File: config.mk
export PLATFORM = sky130hd
export DESIGN_NAME = div_unit_flat
export DESIGN_NICKNAME = d
export VERILOG_FILES = /design/src/rtl/div_pkg.sv /design/src/rtl/div_unit_if.sv /design/src/rtl/div_core.sv /design/src/rtl/div_unit.sv /design/src/flat_wrapper.sv
export SDC_FILE = /design/constraint.sdc
export NUM_CORES = 1
export LEC_CHECK = 0
export CAP_MARGIN = 20
export CORE_ASPECT_RATIO = 1.5
export CORE_MARGIN = 3
export CORE_UTILIZATION = 28
export DETAILED_ROUTE_END_ITERATION = 16
export PLACE_DENSITY_LB_ADDON = 0.25
export SLEW_MARGIN = 10
export SYNTH_ARGS = -nofsm -noshare
export SYNTH_HDL_FRONTEND = slang
export SYNTH_HIERARCHICAL = 1
export SYNTH_SLANG_ARGS = --single-unit
File: constraint.sdc
create_clock -name clk -period 3.6 [get_ports clk]
set_input_delay 0.72 -clock clk [delete_from_list [all_inputs] [get_ports clk]]
set_output_delay 0.72 -clock clk [all_outputs]
set_load 0.01 [all_outputs]
File: src/rtl/div_pkg.sv
// Shared types and encodings for the RV32M divide/remainder unit.
package div_pkg;

    typedef enum logic [1:0] {
        OpDiv  = 2'd0,
        OpDivu = 2'd1,
        OpRem  = 2'd2,
        OpRemu = 2'd3
    } div_op_t;

    typedef enum logic [1:0] {
        StIdle = 2'd0,
        StCalc = 2'd1,
        StFix  = 2'd2,
        StDone = 2'd3
    } div_state_t;

    // op[0] set means unsigned, op[1] set means remainder (funct3[1:0])
    localparam int unsigned OpUnsignedBit = 0;
    localparam int unsigned OpRemBit      = 1;

    function automatic logic op_is_signed(input div_op_t op);
        return !op[OpUnsignedBit];
    endfunction

    function automatic logic op_is_rem(input div_op_t op);
        return op[OpRemBit];
    endfunction

endpackage

File: src/rtl/div_unit_if.sv
// Operand/result handshake between the EX operand muxes and the divide unit.
interface div_unit_if
    import div_pkg::*;
#(
    parameter int unsigned DATA_WIDTH = 32
);
    logic                  in_valid;
    logic                  in_ready;
    div_op_t               op;
    logic [DATA_WIDTH-1:0] dividend;
    logic [DATA_WIDTH-1:0] divisor;
    logic                  flush;
    logic                  busy;
    logic                  out_valid;
    logic [DATA_WIDTH-1:0] result;

    modport master (
        output in_valid, op, dividend, divisor, flush,
        input  in_ready, busy, out_valid, result
    );

    modport slave (
        input  in_valid, op, dividend, divisor, flush,
        output in_ready, busy, out_valid, result
    );

endinterface

File: src/rtl/div_core.sv
// Unsigned radix-2 restoring divider: one quotient bit per cycle, DATA_WIDTH cycles per start.
module div_core #(
    parameter int unsigned DATA_WIDTH = 32
) (
    input  logic                  clk,
    input  logic                  rstn,
    input  logic                  i_start,
    input  logic                  i_abort,
    input  logic [DATA_WIDTH-1:0] i_dividend,
    input  logic [DATA_WIDTH-1:0] i_divisor,
    output logic                  o_last,
    output logic [DATA_WIDTH-1:0] o_quo,
    output logic [DATA_WIDTH-1:0] o_rem
);
    localparam int unsigned CntW = $clog2(DATA_WIDTH);

    logic [DATA_WIDTH-1:0] r_rem;
    logic [DATA_WIDTH-1:0] r_quo;
    logic [DATA_WIDTH-1:0] r_dvs;
    logic [CntW-1:0]       r_cnt;
    logic                  r_run;

    // One extra bit so the shifted partial remainder never loses its carry
    logic [DATA_WIDTH:0]   w_shift;
    logic [DATA_WIDTH:0]   w_sub;
    logic                  w_ge;

    assign w_shift = {r_rem, r_quo[DATA_WIDTH-1]};
    assign w_sub   = w_shift - {1'b0, r_dvs};
    assign w_ge    = w_shift >= {1'b0, r_dvs};
    assign o_last  = r_run && (r_cnt == '0);
    assign o_quo   = r_quo;
    assign o_rem   = r_rem;

    always_ff @(posedge clk) begin
        if (!rstn) begin
            r_rem <= '0;
            r_quo <= '0;
            r_dvs <= '0;
            r_cnt <= '0;
            r_run <= 1'b0;
        end else if (i_abort) begin
            r_cnt <= '0;
            r_run <= 1'b0;
        end else if (i_start) begin
            r_rem <= '0;
            r_quo <= i_dividend;
            r_dvs <= i_divisor;
            r_cnt <= CntW'(DATA_WIDTH - 1);
            r_run <= 1'b1;
        end else if (r_run) begin
            r_rem <= w_ge ? w_sub[DATA_WIDTH-1:0] : w_shift[DATA_WIDTH-1:0];
            r_quo <= {r_quo[DATA_WIDTH-2:0], w_ge};
            if (r_cnt == '0) begin
                r_run <= 1'b0;
            end else begin
                r_cnt <= r_cnt - 1'b1;
            end
        end
    end

endmodule

File: src/rtl/div_unit.sv
// RV32M DIV/DIVU/REM/REMU wrapper: sign handling, special cases, handshake and flush.
// Optional DIV_EARLY_EXIT_EN resolves |dividend| < |divisor| at accept.
module div_unit
    import div_pkg::*;
#(
    parameter int unsigned DATA_WIDTH = 32
) (
    input  logic       clk,
    input  logic       rstn,
    div_unit_if.slave  bus
);
    div_state_t            r_state;
    logic                  r_busy;
    logic                  r_out_valid;
    logic [DATA_WIDTH-1:0] r_result;
    logic                  r_is_rem;
    logic                  r_quo_neg;
    logic                  r_rem_neg;

    logic                  w_accept;
    logic                  w_signed;
    logic                  w_is_rem;
    logic                  w_neg_a;
    logic                  w_neg_b;
    logic [DATA_WIDTH-1:0] w_mag_a;
    logic [DATA_WIDTH-1:0] w_mag_b;
    logic                  w_div_zero;
    logic                  w_ovf;
    logic                  w_early;
    logic                  w_special;
    logic [DATA_WIDTH-1:0] w_spec_result;
    logic [DATA_WIDTH-1:0] w_fix_result;
    logic                  w_core_last;
    logic [DATA_WIDTH-1:0] w_core_quo;
    logic [DATA_WIDTH-1:0] w_core_rem;

    assign w_accept = bus.in_valid && !r_busy && !bus.flush;
    assign w_signed = op_is_signed(bus.op);
    assign w_is_rem = op_is_rem(bus.op);
    assign w_neg_a  = w_signed && bus.dividend[DATA_WIDTH-1];
    assign w_neg_b  = w_signed && bus.divisor[DATA_WIDTH-1];
    assign w_mag_a  = w_neg_a ? -bus.dividend : bus.dividend;
    assign w_mag_b  = w_neg_b ? -bus.divisor : bus.divisor;

    assign w_div_zero = (bus.divisor == '0);
    assign w_ovf      = w_signed && (bus.dividend == {1'b1, {(DATA_WIDTH-1){1'b0}}})
                        && (bus.divisor == '1);
`ifdef DIV_EARLY_EXIT_EN
    assign w_early    = !w_div_zero && (w_mag_a < w_mag_b);
`else
    assign w_early    = 1'b0;
`endif
    assign w_special  = w_div_zero || w_ovf || w_early;

    always_comb begin
        w_spec_result = '0;
        if (w_div_zero) begin
            w_spec_result = w_is_rem ? bus.dividend : '1;
        end else if (w_ovf) begin
            w_spec_result = w_is_rem ? '0 : bus.dividend;
        end else begin
            w_spec_result = w_is_rem ? bus.dividend : '0;
        end
    end

    assign w_fix_result = r_is_rem ? (r_rem_neg ? -w_core_rem : w_core_rem)
                                   : (r_quo_neg ? -w_core_quo : w_core_quo);

    div_core #(
        .DATA_WIDTH (DATA_WIDTH)
    ) u_core (
        .clk        (clk),
        .rstn       (rstn),
        .i_start    (w_accept && !w_special),
        .i_abort    (bus.flush),
        .i_dividend (w_mag_a),
        .i_divisor  (w_mag_b),
        .o_last     (w_core_last),
        .o_quo      (w_core_quo),
        .o_rem      (w_core_rem)
    );

    always_ff @(posedge clk) begin
        if (!rstn) begin
            r_state     <= StIdle;
            r_busy      <= 1'b0;
            r_out_valid <= 1'b0;
            r_result    <= '0;
            r_is_rem    <= 1'b0;
            r_quo_neg   <= 1'b0;
            r_rem_neg   <= 1'b0;
        end else begin
            r_out_valid <= 1'b0;
            if (bus.flush) begin
                r_state <= StIdle;
                r_busy  <= 1'b0;
            end else begin
                unique case (r_state)
                    // DONE accepts like IDLE so back-to-back ops need no bubble
                    StIdle, StDone: begin
                        r_state <= StIdle;
                        if (w_accept) begin
                            if (w_special) begin
                                r_result    <= w_spec_result;
                                r_out_valid <= 1'b1;
                                r_state     <= StDone;
                            end else begin
                                r_is_rem  <= w_is_rem;
                                r_quo_neg <= w_neg_a ^ w_neg_b;
                                r_rem_neg <= w_neg_a;
                                r_busy    <= 1'b1;
                                r_state   <= StCalc;
                            end
                        end
                    end
                    StCalc: begin
                        if (w_core_last) begin
                            r_state <= StFix;
                        end
                    end
                    StFix: begin
                        r_result    <= w_fix_result;
                        r_out_valid <= 1'b1;
                        r_busy      <= 1'b0;
                        r_state     <= StDone;
                    end
                endcase
            end
        end
    end

    assign bus.in_ready  = !r_busy;
    assign bus.busy      = r_busy;
    assign bus.out_valid = r_out_valid;
    assign bus.result    = r_result;

endmodule
File: src/flat_wrapper.sv
// flat-port wrapper written by rule: the top's interface ports become plain ports
module div_unit_flat import div_pkg::*;
#(
    parameter int unsigned DATA_WIDTH = 32
)
  (clk, rstn, bus_in_valid, bus_op, bus_dividend, bus_divisor, bus_flush, bus_in_ready, bus_busy, bus_out_valid, bus_result);
  div_unit_if #(.DATA_WIDTH(DATA_WIDTH)) bus_i ();
  input  logic clk;
  input  logic rstn;
  input wire logic [$bits(bus_i.in_valid)-1:0] bus_in_valid;
  input wire logic [$bits(bus_i.op)-1:0] bus_op;
  input wire logic [$bits(bus_i.dividend)-1:0] bus_dividend;
  input wire logic [$bits(bus_i.divisor)-1:0] bus_divisor;
  input wire logic [$bits(bus_i.flush)-1:0] bus_flush;
  output wire logic [$bits(bus_i.in_ready)-1:0] bus_in_ready;
  output wire logic [$bits(bus_i.busy)-1:0] bus_busy;
  output wire logic [$bits(bus_i.out_valid)-1:0] bus_out_valid;
  output wire logic [$bits(bus_i.result)-1:0] bus_result;
  assign bus_i.in_valid = bus_in_valid;
  assign bus_i.op = bus_op;
  assign bus_i.dividend = bus_dividend;
  assign bus_i.divisor = bus_divisor;
  assign bus_i.flush = bus_flush;
  assign bus_in_ready = bus_i.in_ready;
  assign bus_busy = bus_i.busy;
  assign bus_out_valid = bus_i.out_valid;
  assign bus_result = bus_i.result;
  div_unit #(.DATA_WIDTH(DATA_WIDTH)) u_core (.clk(clk), .rstn(rstn), .bus(bus_i));
endmodule
## Yosys cells after proc, flatten, opt, wreduce, memory -nomap -nowiden

Index checks and enable logic that the tools add are counted.

- Register bits after elaboration: 141
- Bits of input ports: 70
- Output and inout port bits: 35
- Logic and storage cells: 93

- Add/sub/neg operators: 6
- Order comparisons: 1
- Eq/ne operators: 10
- Multiplexer cells: 34
- Bitwise gates (word level): 4
- Reductions and logical operators: 26

Operators with widths:

| kind | number |
|---|---|
| two-way mux 32 bit | 17 |
| negation 32 bit | 4 |
| equality test 32 bit (second input constant) | 2 |
| one-hot mux 32 bit (2 select lines) | 1 |
| >= comparator 33 x 32 -> 1 bit | 1 |
| zero test 32 bit | 1 |
| subtractor 32 bit | 1 |
| two-way mux 5 bit | 3 |
| logical AND 1 bit | 8 |
| AND reduction 4 bit | 2 |
| two-way mux 1 bit | 7 |
| two-way mux 2 bit | 3 |
| inequality test 2 bit (second input constant) | 3 |
| one-hot mux 2 bit (3 select lines) | 1 |
| AND reduction 2 bit | 3 |
| zero test 5 bit | 1 |
| subtractor 5 x 1 -> 5 bit (second input constant) | 1 |
| equality test 2 bit (second input constant) | 2 |
| zero test 1 bit | 4 |
| inequality test 2 x 1 -> 1 bit (second input constant) | 2 |
| one-hot mux 1 bit (2 select lines) | 2 |
| nonzero test 2 bit | 2 |
| OR reduction 2 bit | 2 |
| inverter 1 bit | 3 |
| 5 further kinds | 5 |

## Depth between registers and ports, before layout

Gate-level depths: netlist (run 1).

- Depth after elaboration: 8
- Gate-level depth with buffers: 15
- Mapped depth without buffers: 12

## Cells and area by module

The synthesis (run 1) kept the hierarchy.

By module, submodules not included:

| module | times used | cells each | area each (um2) | sequential area each (um2) |
|---|---|---|---|---|
| div_core | 1 | 740 | 6104.6 | 2042.0 |
| div_unit | 1 | 672 | 4860.9 | 780.7 |

## Least setup slack after synthesis (run 1)

OpenSTA, ideal clock, no wires.

- Kind: input -> register
- Start point: input bus_dividend[1]
- End point: register u_core.u_core.r_rem[28], in the netlist u_core/u_core/o_rem[28]
- Library setup time: 80 ps
- Data arrival time: 3616 ps
- Data required time: 3520 ps
- Slack: -97 ps
- Stages on the path: 12
- Buffers on the path: 2
- Path through: inv_1 -> ha_1 -> or4b_1 -> or3_1 -> nor4_4 -> a21o_1 -> nor2_1 -> clkbuf_1 -> nor3b_1 -> clkbuf_1 -> o211ai_1 -> o211ai_1

- Longest elaborated chain between the ends: 8
- Elaborated cells between the ends (all ways): 9
- Those cells by class: eq/ne: 1; mux: 1; reduce/logical: 7

RTL lines:

| element | line | RTL |
|---|---|---|
| from (decl) | flat_wrapper.sv:12 | `input wire logic [$bits(bus_i.dividend)-1:0] bus_dividend;` |
| equality test 32 bit * | div_unit.sv:46 | `assign w_ovf = w_signed && (bus.dividend == {1'b1, {(DATA_WIDTH-1){1'b0}}})` |
| logical AND 1 bit * | div_unit.sv:46 |  |
| logical AND 1 bit * | div_unit.sv:47 | `&& (bus.divisor == '1);` |
| logical OR 1 bit * | div_unit.sv:53 | `assign w_special = w_div_zero \|\| w_ovf \|\| w_early;` |
| zero test 1 bit * | div_unit.sv:74 | `.i_start (w_accept && !w_special),` |
| logical AND 1 bit * | div_unit.sv:74 |  |
| nonzero test 2 bit (no line) | n/a |  |
| AND reduction 2 bit (no line) | n/a |  |
| to (signal assigned) | div_core.sv:52 | `r_rem <= w_ge ? w_sub[DATA_WIDTH-1:0] : w_shift[DATA_WIDTH-1:0];` |
| to (decl) | div_core.sv:17 | `logic [DATA_WIDTH-1:0] r_rem;` |

Every way passes the cells marked *; elsewhere a longest branch is shown, timed or not.
A chain may end at the register's enable or synchronous reset.

## Worst setup path in the final report (run 1)

- Start point: input bus_dividend[29]
- End point: register u_core.r_result[23], in the netlist u_core/bus.result[23]

- Longest elaborated chain between the ends: 8
- Elaborated cells between the ends (all ways): 11
- Those cells by class: eq/ne: 2; mux: 5; reduce/logical: 4

RTL lines:

| element | line | RTL |
|---|---|---|
| equality test 32 bit * | div_unit.sv:46 |  |
| logical AND 1 bit * | div_unit.sv:46 |  |
| logical AND 1 bit * | div_unit.sv:47 |  |
| two-way mux 32 bit | div_unit.sv:59 | `end else if (w_ovf) begin` |
| two-way mux 32 bit | div_unit.sv:57 | `if (w_div_zero) begin` |
| two-way mux 32 bit | div_unit.sv:103 | `if (w_special) begin` |
| two-way mux 32 bit | div_unit.sv:102 | `if (w_accept) begin` |
| one-hot mux 32 bit (2 select lines) | div_unit.sv:98 | `unique case (r_state)` |
| to (signal assigned) | div_unit.sv:104 | `r_result <= w_spec_result;` |
| to (signal assigned) | div_unit.sv:122 | `r_result <= w_fix_result;` |
| to (decl) | div_unit.sv:15 | `logic [DATA_WIDTH-1:0] r_result;` |

Every way passes the cells marked *; elsewhere a longest branch is shown, timed or not. The select of a mux whose other input is x is not followed.

==> results of run 1 <==
[critical path, cell delays in order]
cell and delay (ns):
clkdlybuf4s50_1 0.48, or3_1 0.50, or4_1 0.52, nor4_2 0.23, buf_4 0.21, a211oi_2 0.09
a2111oi_4 0.36, buf_4 0.22, o211a_1 0.20, buf_12 0.16, a32o_1 0.15
[placed cells by master (no fill, tap or decap), types with 39 or more instances in the layout]
master	instances
nor2_1	78
o21ai_1	39
nand2_1	195
buf_4	121
dfxtp_1	141
a21oi_1	90
o21ai_0	72
ha_1	42
xor2_1	78
inv_1	58
xnor2_1	64
mux2i_1	58
clkdlybuf4s50_1	103
[layout make-up]
type,instances,area share (%)
clock buffers,18,3.10
clock inverters,14,1.69
inverters,59,1.56
multi-input cells,1130,53.8
flip-flops and latches,141,19.9
well taps,495,4.37
repair buffers,238,15.6
[power groups by stage]
stage | Sequential [mW] | Clock (mW) | Combinational, mW
after CTS | 1.68 | 2.09 | 1.47
after global placement | 1.71 | 0 | 1.46
final | 1.68 | 2.06 | 1.48
after global routing | 1.69 | 2.15 | 1.60
after floorplan | 1.69 | 0 | 0.992
after detailed placement | 1.71 | 0 | 1.46
[flip-flops by register name (all words and copies together) (netlist names)]
name / flops
u_core/u_core/o_rem: 32
u_core/bus.out_valid: 1
u_core/r_state: 2
u_core/u_core/r_run: 1
u_core/r_rem_neg: 1
u_core/u_core/o_quo: 32
u_core/r_quo_neg: 1
u_core/r_is_rem: 1
u_core/bus.busy: 1
u_core/u_core/r_dvs: 32
u_core/u_core/r_cnt: 5
u_core/bus.result: 32
[worst min-delay path by stage]
stage                                 start                      end  slack, ns  cells past startpoint
floorplan           u_core/u_core/r_dvs[20]  u_core/u_core/r_dvs[20]       0.44                      2
global placement    u_core/u_core/r_dvs[31]  u_core/u_core/r_dvs[31]       0.46                      2
detailed placement  u_core/u_core/r_dvs[29]  u_core/u_core/r_dvs[29]       0.46                      2
CTS                 u_core/u_core/r_dvs[29]  u_core/u_core/r_dvs[29]       0.47                      2
global route        u_core/u_core/r_dvs[23]  u_core/u_core/r_dvs[23]       0.49                      2
finish              u_core/u_core/r_dvs[30]  u_core/u_core/r_dvs[30]       0.46                      2
[metrics by stage]
step / cell area [sq um] / total power [mW] / worst slack [ns] / cells / util [%]
floorplan: 11000 / 2.68 / 0.0502 / 1412 / -
global placement: 13500 / 3.17 / -0.455 / 2063 / 34.9
detailed placement: 13500 / 3.18 / -0.507 / 2063 / 34.9
CTS: 14100 / 5.24 / 0.0560 / 2095 / 36.7
global route: 14200 / 5.44 / 0.0272 / 2095 / 36.7
finish: 14200 / 5.22 / 0.138 / 2095 / 36.7
[cell families after synthesis]
| logic type | count (synthesis) | share of synthesized area (%) |
|---|---|---|
| flops | 141 | 25.7 |
| xor+xnor | 142 | 11.3 |
| fa+ha+maj | 43 | 4.97 |
| compound gates | 434 | 27.0 |
| mux | 59 | 5.40 |
| simple gates | 452 | 20.1 |
| buf+inv | 141 | 5.47 |
[per-layer routing]
metal  track usage (%)  vias to the layer above  part of all wire, %
li1                  -                     5482                    -
met1              20.8                     5253                   40
met2              35.3                      300                   52
met3              2.17                       76                  3.6
met4              9.34                        0                  5.0
met5                 0                        -                    0
[timing repair]
action                     CTS  global route
resized for setup            1             4
hold buffers                 0             0
setup endpoints to repair   12            98
pin swaps                    0             1
==> results.py, run 1 <==
metrics = {
    "cts": {
        "numCtsBuffers": 17,
        "clkTransAtPathRegs_ns": 0.06,
        "cts_root_buf": "clkbuf_16",
        "clk_latency_ns": 0.43,
        "cts_tree": "done",
        "cts_buffer_depth": 2,
        "numClockSinks": 141,
        "htreeDepth": 4,
        "postCtsSetupBuffers": 0,
    },
    "pwr": {
        "comb_power_share_pct": 28.3,
        "seqPwrFrac_pct": 32.2,
        "p_clk_share_pct": 39.5,
        "cellLeakagePower_nw": 5.80,
        "irDropWorstVdd_mv": 0.333,
        "p_per_area_nw_per_um2": 369,
        "swShare_pct": 31.4,
        "switching_power_mw": 1.64,
        "internal_power_mw": 3.58,
    },
    "route": {
        "via_count": 11100,
        "first_iter_violations": 619,
        "dr.pass1.iters": 5,
        "wl_per_cell_um": 19.1,
        "ant_nets": 0,
        "avgViaCountPerCell": 5.30,
        "drc": 0,
        "totalWireLength_um": 40000,
    },
    "critical_path": {
        "worstReg2RegEnd": "u_core/u_core/o_rem[28]",
        "r2r_setup_slack_ns": 0.38,
        "cp.required_ns": 3.97,
        "worstSetupPathType": "in -> reg",
        "arrival_ns": 3.83,
        "path_max_fanout": 13,
        "critPathLaunch": "bus_dividend[29]",
        "worstSetupEndpointType": "flop",
        "critPathCapture": "u_core/bus.result[23]",
        "r2r_cells": 11,
        "start_kind": "primary input",
        "r2r-start": "u_core/u_core/o_quo[31]",
    },
    "sta": {
        "skew_ns": 0.00992,
        "hold_violations": 0,
        "report.final.slew_viol_count": 0,
        "tightest_slew_ns": 0.726,
        "timing.hold.ws_ns": 0.465,
        "grt_setup_unrepaired": "false",
        "relSlewSlack_pct": 51.5,
        "timing.fmax_mhz": 289,
        "finalCriticalPeriod_ns": 3.46,
        "setup_viol": 0,
        "fin_crit_sh_pct": 96.2,
        "fin_tns_setup_ns": 0,
    },
    "yosys": {
        "synth_area_per_cell_sq_um": 7.77,
        "synth-edff-count": 0,
        "synth-main-ff-cell": "dfxtp_1",
        "synthCells": 1412,
        "ys_types": 82,
        "synth_fp_nets": 1525,
        "synth_area_leaders": "dfxtp_1 26%, nand2_1 6.7%, xor2_1 6.2%",
        "ys_ff_latch": 141,
        "synth_commonest_cells": "195 x nand2_1, 141 x dfxtp_1, 90 x a21oi_1",
        "netlist_area_sq_um": 11000,
        "post-synth-top-count-cell": "nand2_1",
        "async_flop_share_pct": 0,
        "ys_warn_count": 6,
        "yosysTopAreaCell": "dfxtp_1",
        "synth_seq_area_share_pct": 25.7,
        "synth_top_area_share_pct": 25.7,
    },
    "global_routing": {
        "grt_pass1_vias": 11100,
        "antenna_found_initial": 0,
        "grt_overflow_total": 0,
        "grt_pass1_wl_um": 61700,
        "track_usage_pct": 18.8,
        "grt_start_max_net_pins": 54,
    },
    "final_layout": {
        "regArea_sq_um": 2820,
        "fillCellCount": 4105,
        "multi_input_area_sq_um": 7610,
        "drive_gt1_share_pct": 12.3,
        "nNetsFinal": 1700,
        "syn_to_final_growth_pct": 29.1,
        "n_antenna_cell": 0,
    },
    "run": {
        "cap_violations": 0,
    },
    "placement": {
        "place.gp.congestion": 0.973,
        "io_buffer_count": 104,
        "hpwl_um": 32100,
    },
    "floorplanning": {
        "chipWidth_um": 168,
        "dieArea_sq_um": 41600,
        "rows": 88,
        "start_util_pct": 28.5,
        "dieHeight_um": 248,
        "core_sq_um": 38500,
        "io_pins": 105,
    },
    "min_path": {
        "hold_class": "reg -> reg",
    },
    "outcome": {
        "status": "complete, no violations",
    },
}
(Power assumes the default switching activity.)
==> run 2: changes to the inputs <==
- RECOVER_POWER: unset -> 50
==> run 2 against run 1 <==
  * Register-to-register slack got worse by 0.06 ns
  * Final area fell by 0.41%
  * Sequential power barely moved
  * Clock power barely moved
  * Count of clock-buffer cells in the layout did not move
  * Non-clock buffer count did not move
  * Critical path depth did not move
  * Cell count did not move
  * First-iteration DRC count rose by 2.1%
  * Core utilization fell by 0.15 points
  * Flip-flop and latch count did not move
  * Via count barely moved
==> results.py, run 2 (synthesized netlist as in run 1, its figures left out) <==
metrics = {
    "sta": {
        "finalCriticalPeriod_ns": 3.46,
        "relSlewSlack_pct": 46.8,
        "timing.fmax_mhz": 289,
        "hold_violations": 0,
        "setup_viol": 0,
        "fin_crit_sh_pct": 96.1,
        "grt_setup_unrepaired": "false",
        "skew_ns": 0.0104,
        "report.final.slew_viol_count": 0,
        "timing.hold.ws_ns": 0.465,
        "tightest_slew_ns": 0.797,
    },
    "global_routing": {
        "grt_pass1_vias": 11100,
        "grt_start_max_net_pins": 54,
        "track_usage_pct": 18.8,
        "grt_pass1_wl_um": 61700,
        "antenna_found_initial": 0,
        "grt_overflow_total": 0,
    },
    "route": {
        "avgViaCountPerCell": 5.30,
        "wl_per_cell_um": 19.1,
        "first_iter_violations": 632,
        "dr.pass1.iters": 5,
        "via_count": 11100,
        "ant_nets": 0,
        "totalWireLength_um": 40000,
        "drc": 0,
    },
    "critical_path": {
        "worstSetupPathType": "in -> reg",
        "worstSetupEndpointType": "flop",
        "r2r-start": "u_core/u_core/o_quo[31]",
        "worstReg2RegEnd": "u_core/u_core/o_rem[28]",
        "slowest_stage": "or4_1",
        "crit_path_max_incr_delay_ns": 0.52,
        "arrival_ns": 3.83,
        "cp_common_cell": "buf_4",
        "path_cells": "clkdlybuf4s50_1 > or3_1 > or4_1 > nor4_2 > buf_4 > a211oi_2 > a2111oi_4 > buf_4 > o211a_1 > buf_12 > a32o_1",
        "cp.required_ns": 3.97,
        "path_max_fanout": 13,
        "r2r_cells": 11,
        "r2r_setup_slack_ns": 0.32,
        "start_kind": "primary input",
    },
    "final_layout": {
        "fin_util_pct": 36.6,
        "final_cell_area_sq_um": 14100,
        "drive_gt1_share_pct": 12.1,
        "nNetsFinal": 1700,
        "n_antenna_cell": 0,
        "syn_to_final_growth_pct": 28.6,
        "final_common_cell": "nand2_1",
        "final_cell_mix": "195 x nand2_1, 141 x dfxtp_1, 120 x buf_4, 90 x a21oi_1, 79 x nor2_1",
    },
    "pwr": {
        "irDropWorstVdd_mv": 0.336,
        "p_per_area_nw_per_um2": 370,
        "cellLeakagePower_nw": 5.90,
        "design_power_total_mw": 5.21,
    },
    "floorplanning": {
        "start_util_pct": 28.5,
        "chipWidth_um": 168,
        "dieArea_sq_um": 41600,
        "io_pins": 105,
        "dieHeight_um": 248,
        "rows": 88,
        "core_sq_um": 38500,
    },
    "min_path": {
        "hold_class": "reg -> reg",
        "hold_path_end": "u_core/u_core/r_dvs[30]",
        "worstHoldStart": "u_core/u_core/r_dvs[30]",
        "hold_depth": 2,
    },
    "cts": {
        "numCtsBuffers": 17,
        "cts_root_buf": "clkbuf_16",
        "cts_tree": "done",
        "htreeDepth": 4,
        "cts_hold_buf": 0,
        "numClockSinks": 141,
        "cts_buffer_depth": 2,
        "clkTransAtPathRegs_ns": 0.06,
        "clk_latency_ns": 0.43,
    },
    "placement": {
        "dpl_cell_area_sq_um": 13500,
        "hpwl_um": 32100,
        "io_buffer_count": 104,
        "place.gp.congestion": 0.973,
    },
    "run": {
        "cap_violations": 0,
    },
    "outcome": {
        "status": "complete, no violations",
    },
}
==> run 2: cell types whose count changed in the layout (fill, tap and decap cells not counted), sizes merged <==
cell	change
buf	-4
clkbuf	+4
dlygate4sd3	+35
clkdlybuf4s50	-35
==> run 2: cell type report <==
| type | count | area, sq um |
|---|---|---|
| timing repair buffer | 238 | 2160 |
| inverter | 59 | 221 |
| fill | 4115 | 24400 |
| clock inverter | 14 | 239 |
| clock buffer | 18 | 439 |
| sequential | 141 | 2820 |
| multi-input combinational | 1130 | 7600 |
| tap | 495 | 619 |
==> run 2: per-layer routing <==
metal	vias up	global-route usage [%]	routed length, um
li1	5482	-	-
met1	5241	20.8	15900
met2	299	35.3	20700
met3	79	2.17	1440
met4	0	9.34	1980
met5	-	0	0
==> run 2: metrics by stage <==
stage          std cells  setup slack, ns  setup TNS [ns]
5_1_grt             2095           0.0163               0
3_3_place_gp        2063           -0.455          -32.31
6_report            2095            0.139               0
2_1_floorplan       1412           0.0502               0
4_1_cts             2095           0.0560               0
3_5_place_dp        2063           -0.507          -34.45
==> run 2: critical path: cells and delay by family <==
| kind | cells | cell delay, ns |
|---|---|---|
| AO/OA/AOI/OAI | 4 | 0.80 |
| AND/OR/NAND/NOR | 3 | 1.26 |
| buffers and inverters | 4 | 1.06 |
==> run 2: how the worst max path moves through the flow <==
stage                                 from                 endpoint  slack [ns]  cells past startpoint
after global placement    bus_dividend[28]    u_core/bus.result[16]       -0.46                     10
final                     bus_dividend[28]    u_core/bus.result[23]        0.14                     11
after detailed placement  bus_dividend[28]    u_core/bus.result[30]       -0.51                     10
after floorplan            bus_dividend[1]  u_core/u_core/o_rem[28]        0.05                     15
after global routing        bus_divisor[0]  u_core/u_core/r_dvs[26]        0.02                     13
after CTS                 bus_dividend[28]    u_core/bus.result[16]        0.06                     10
==> run 2: timing repair <==
| item | in CTS | in global routing |
|---|---|---|
| hold endpoints to repair | 0 | 0 |
| endpoints found under the setup margin | 12 | 98 |
| pin swaps | 0 | 1 |
| setup buffers | 0 | 0 |
| gates resized for setup | 1 | 4 |
==> run 2: power breakdown <==
group / total (mW) / internal (mW) / switching (mW) / leakage, nW
logic: 1.47 / 0.643 / 0.824 / 4.43
registers: 1.68 / 1.61 / 0.0680 / 1.14
clock network: 2.06 / 1.32 / 0.744 / 0.323
total: 5.21 / 3.58 / 1.64 / 5.90
==> run 3: changes to the inputs <==
- GPL_ROUTABILITY_DRIVEN: unset -> 0
==> run 3 against run 2 <==
  * Combinational power barely moved
  * Fmax shrank 0.16%
  * Non-clock buffer count up 15
  * Flip-flop and latch count unchanged
  * Die area is the same
  * Cell count up 0.67%
  * Core utilization is the same
  * Worst setup slack got worse by 0.0054 ns
  * Via count about the same
  * Hold slack barely moved
  * Critical path type unchanged
  * Highest routed layer is now met5
==> results.py, run 3 (synthesized netlist as in run 1, its figures left out) <==
metrics = {
    "final_layout": {
        "final_common_cell": "nand2_1",
        "n_antenna_cell": 0,
        "syn_to_final_growth_pct": 28.6,
        "nNetsFinal": 1715,
        "fin_util_pct": 36.6,
        "final_cell_mix": "195 x nand2_1, 141 x dfxtp_1, 128 x buf_4, 90 x a21oi_1, 79 x nor2_1",
        "final_cells": 2109,
        "drive_gt1_share_pct": 12.6,
    },
    "cts": {
        "clkTransAtPathRegs_ns": 0.06,
        "numClockSinks": 141,
        "cts_tree": "done",
        "cts_hold_buf": 0,
        "cts_root_buf": "clkbuf_16",
        "htreeDepth": 4,
        "postCtsSetupBuffers": 0,
        "numCtsBuffers": 17,
        "cts_resized": 0,
        "cts_buffer_depth": 2,
        "clk_latency_ns": 0.45,
    },
    "route": {
        "wl_per_cell_um": 19.1,
        "first_iter_violations": 683,
        "dr.pass1.iters": 5,
        "avgViaCountPerCell": 5.27,
        "ant_nets": 0,
        "drc": 0,
        "via_count": 11100,
        "totalWireLength_um": 40200,
    },
    "sta": {
        "fin_crit_sh_pct": 96.3,
        "grt_setup_unrepaired": "false",
        "setup_viol": 0,
        "skew_ns": 0.00698,
        "fin_tns_setup_ns": 0,
        "fin_ws_ns": 0.134,
        "tightest_slew_ns": 0.849,
        "relSlewSlack_pct": 43.3,
        "finalCriticalPeriod_ns": 3.47,
        "hold_violations": 0,
        "timing.hold.ws_ns": 0.465,
        "report.final.slew_viol_count": 0,
        "timing.fmax_mhz": 289,
    },
    "placement": {
        "dp.cells": 2077,
        "pre_cts_slack_ns": -0.439,
        "io_buffer_count": 104,
        "hpwl_um": 32200,
    },
    "critical_path": {
        "arrival_ns": 3.83,
        "path_cells": "clkdlybuf4s50_1 > or4_1 > nand4bb_1 > nor4_2 > a211oi_1 > a2111oi_4 > clkbuf_1 > clkbuf_1 > o21ai_0 > a31oi_1",
        "slowest_stage": "nor4_2",
        "worstSetupEndpointType": "flop",
        "crit_path_max_incr_delay_ns": 0.59,
        "start_kind": "primary input",
        "worstSetupPathType": "in -> reg",
        "cp_common_cell": "clkbuf_1",
        "cp.required_ns": 3.97,
        "path_max_fanout": 5,
    },
    "floorplanning": {
        "dieHeight_um": 248,
        "core_sq_um": 38500,
        "io_pins": 105,
        "chipWidth_um": 168,
        "dieArea_sq_um": 41600,
        "rows": 88,
        "start_util_pct": 28.5,
    },
    "global_routing": {
        "track_usage_pct": 18.9,
        "grt_start_max_net_pins": 39,
        "antenna_found_initial": 1,
        "grt_overflow_total": 0,
        "grt_pass1_vias": 11100,
        "grt_pass1_wl_um": 61600,
    },
    "pwr": {
        "cellLeakagePower_nw": 5.91,
        "irDropWorstVdd_mv": 0.356,
        "p_per_area_nw_per_um2": 351,
    },
    "outcome": {
        "status": "complete, no violations",
    },
    "run": {
        "cap_violations": 0,
    },
    "min_path": {
        "hold_class": "reg -> reg",
    },
}
run 3: changes by cell type in the layout (fill, tap and decap cells not counted), moves of 2 or more:
cell       delta
buf_4         +8
bufinv_16     -4
clkbuf_1      +4
clkbuf_2      +2
run 3: cell type report:
| type | instances | area [sq um] |
|---|---|---|
| Fill cell | 4075 | 24400 |
| Multi-Input combinational cell | 1130 | 7600 |
| Sequential cell | 141 | 2820 |
| Timing Repair Buffer | 253 | 2260 |
| Tap cell | 495 | 619 |
| Clock buffer | 18 | 439 |
| Inverter | 59 | 221 |
| Clock inverter | 13 | 141 |
run 3: power by group:
group	leakage, nW	internal [mW]	total (mW)	switching, mW
combinational	4.49	0.644	1.48	0.832
clock	0.279	1.04	1.80	0.764
sequential	1.14	1.61	1.68	0.0678
total	5.91	3.29	4.96	1.66
run 3: final timing paths:
check,start,to,slack (ns),cells after the start
worst max-delay path,bus_divisor[13],u_core/bus.result[13],0.13,10
worst min-delay path,u_core/u_core/r_dvs[18],u_core/u_core/r_dvs[18],0.46,2
worst max register to register,u_core/u_core/o_quo[31],u_core/u_core/o_rem[28],0.44,11
worst min register to register,u_core/u_core/r_dvs[18],u_core/u_core/r_dvs[18],0.46,2
run 3: metal layers:
layer / GRT usage, % / part of all wire (%)
met1: 20.3 / 38
met2: 34.8 / 51
met3: 2.91 / 4.3
met4: 11.4 / 6.4
met5: 0 / 0.047
run 3: worst max-delay path: cells and delay by family:
family / cells / cell delay [ns]
AND/OR/NAND/NOR: 3 / 1.49
AO/OA/AOI/OAI: 4 / 0.75
buffers and inverters: 3 / 0.86
run 3: metrics by stage:
stage          total power [mW]  area, sq um
2_1_floorplan              2.68        11000
3_3_place_gp               3.17        13500
3_5_place_dp               3.17        13500
4_1_cts                    4.99        14100
5_1_grt                    5.18        14100
6_report                   4.96        14100
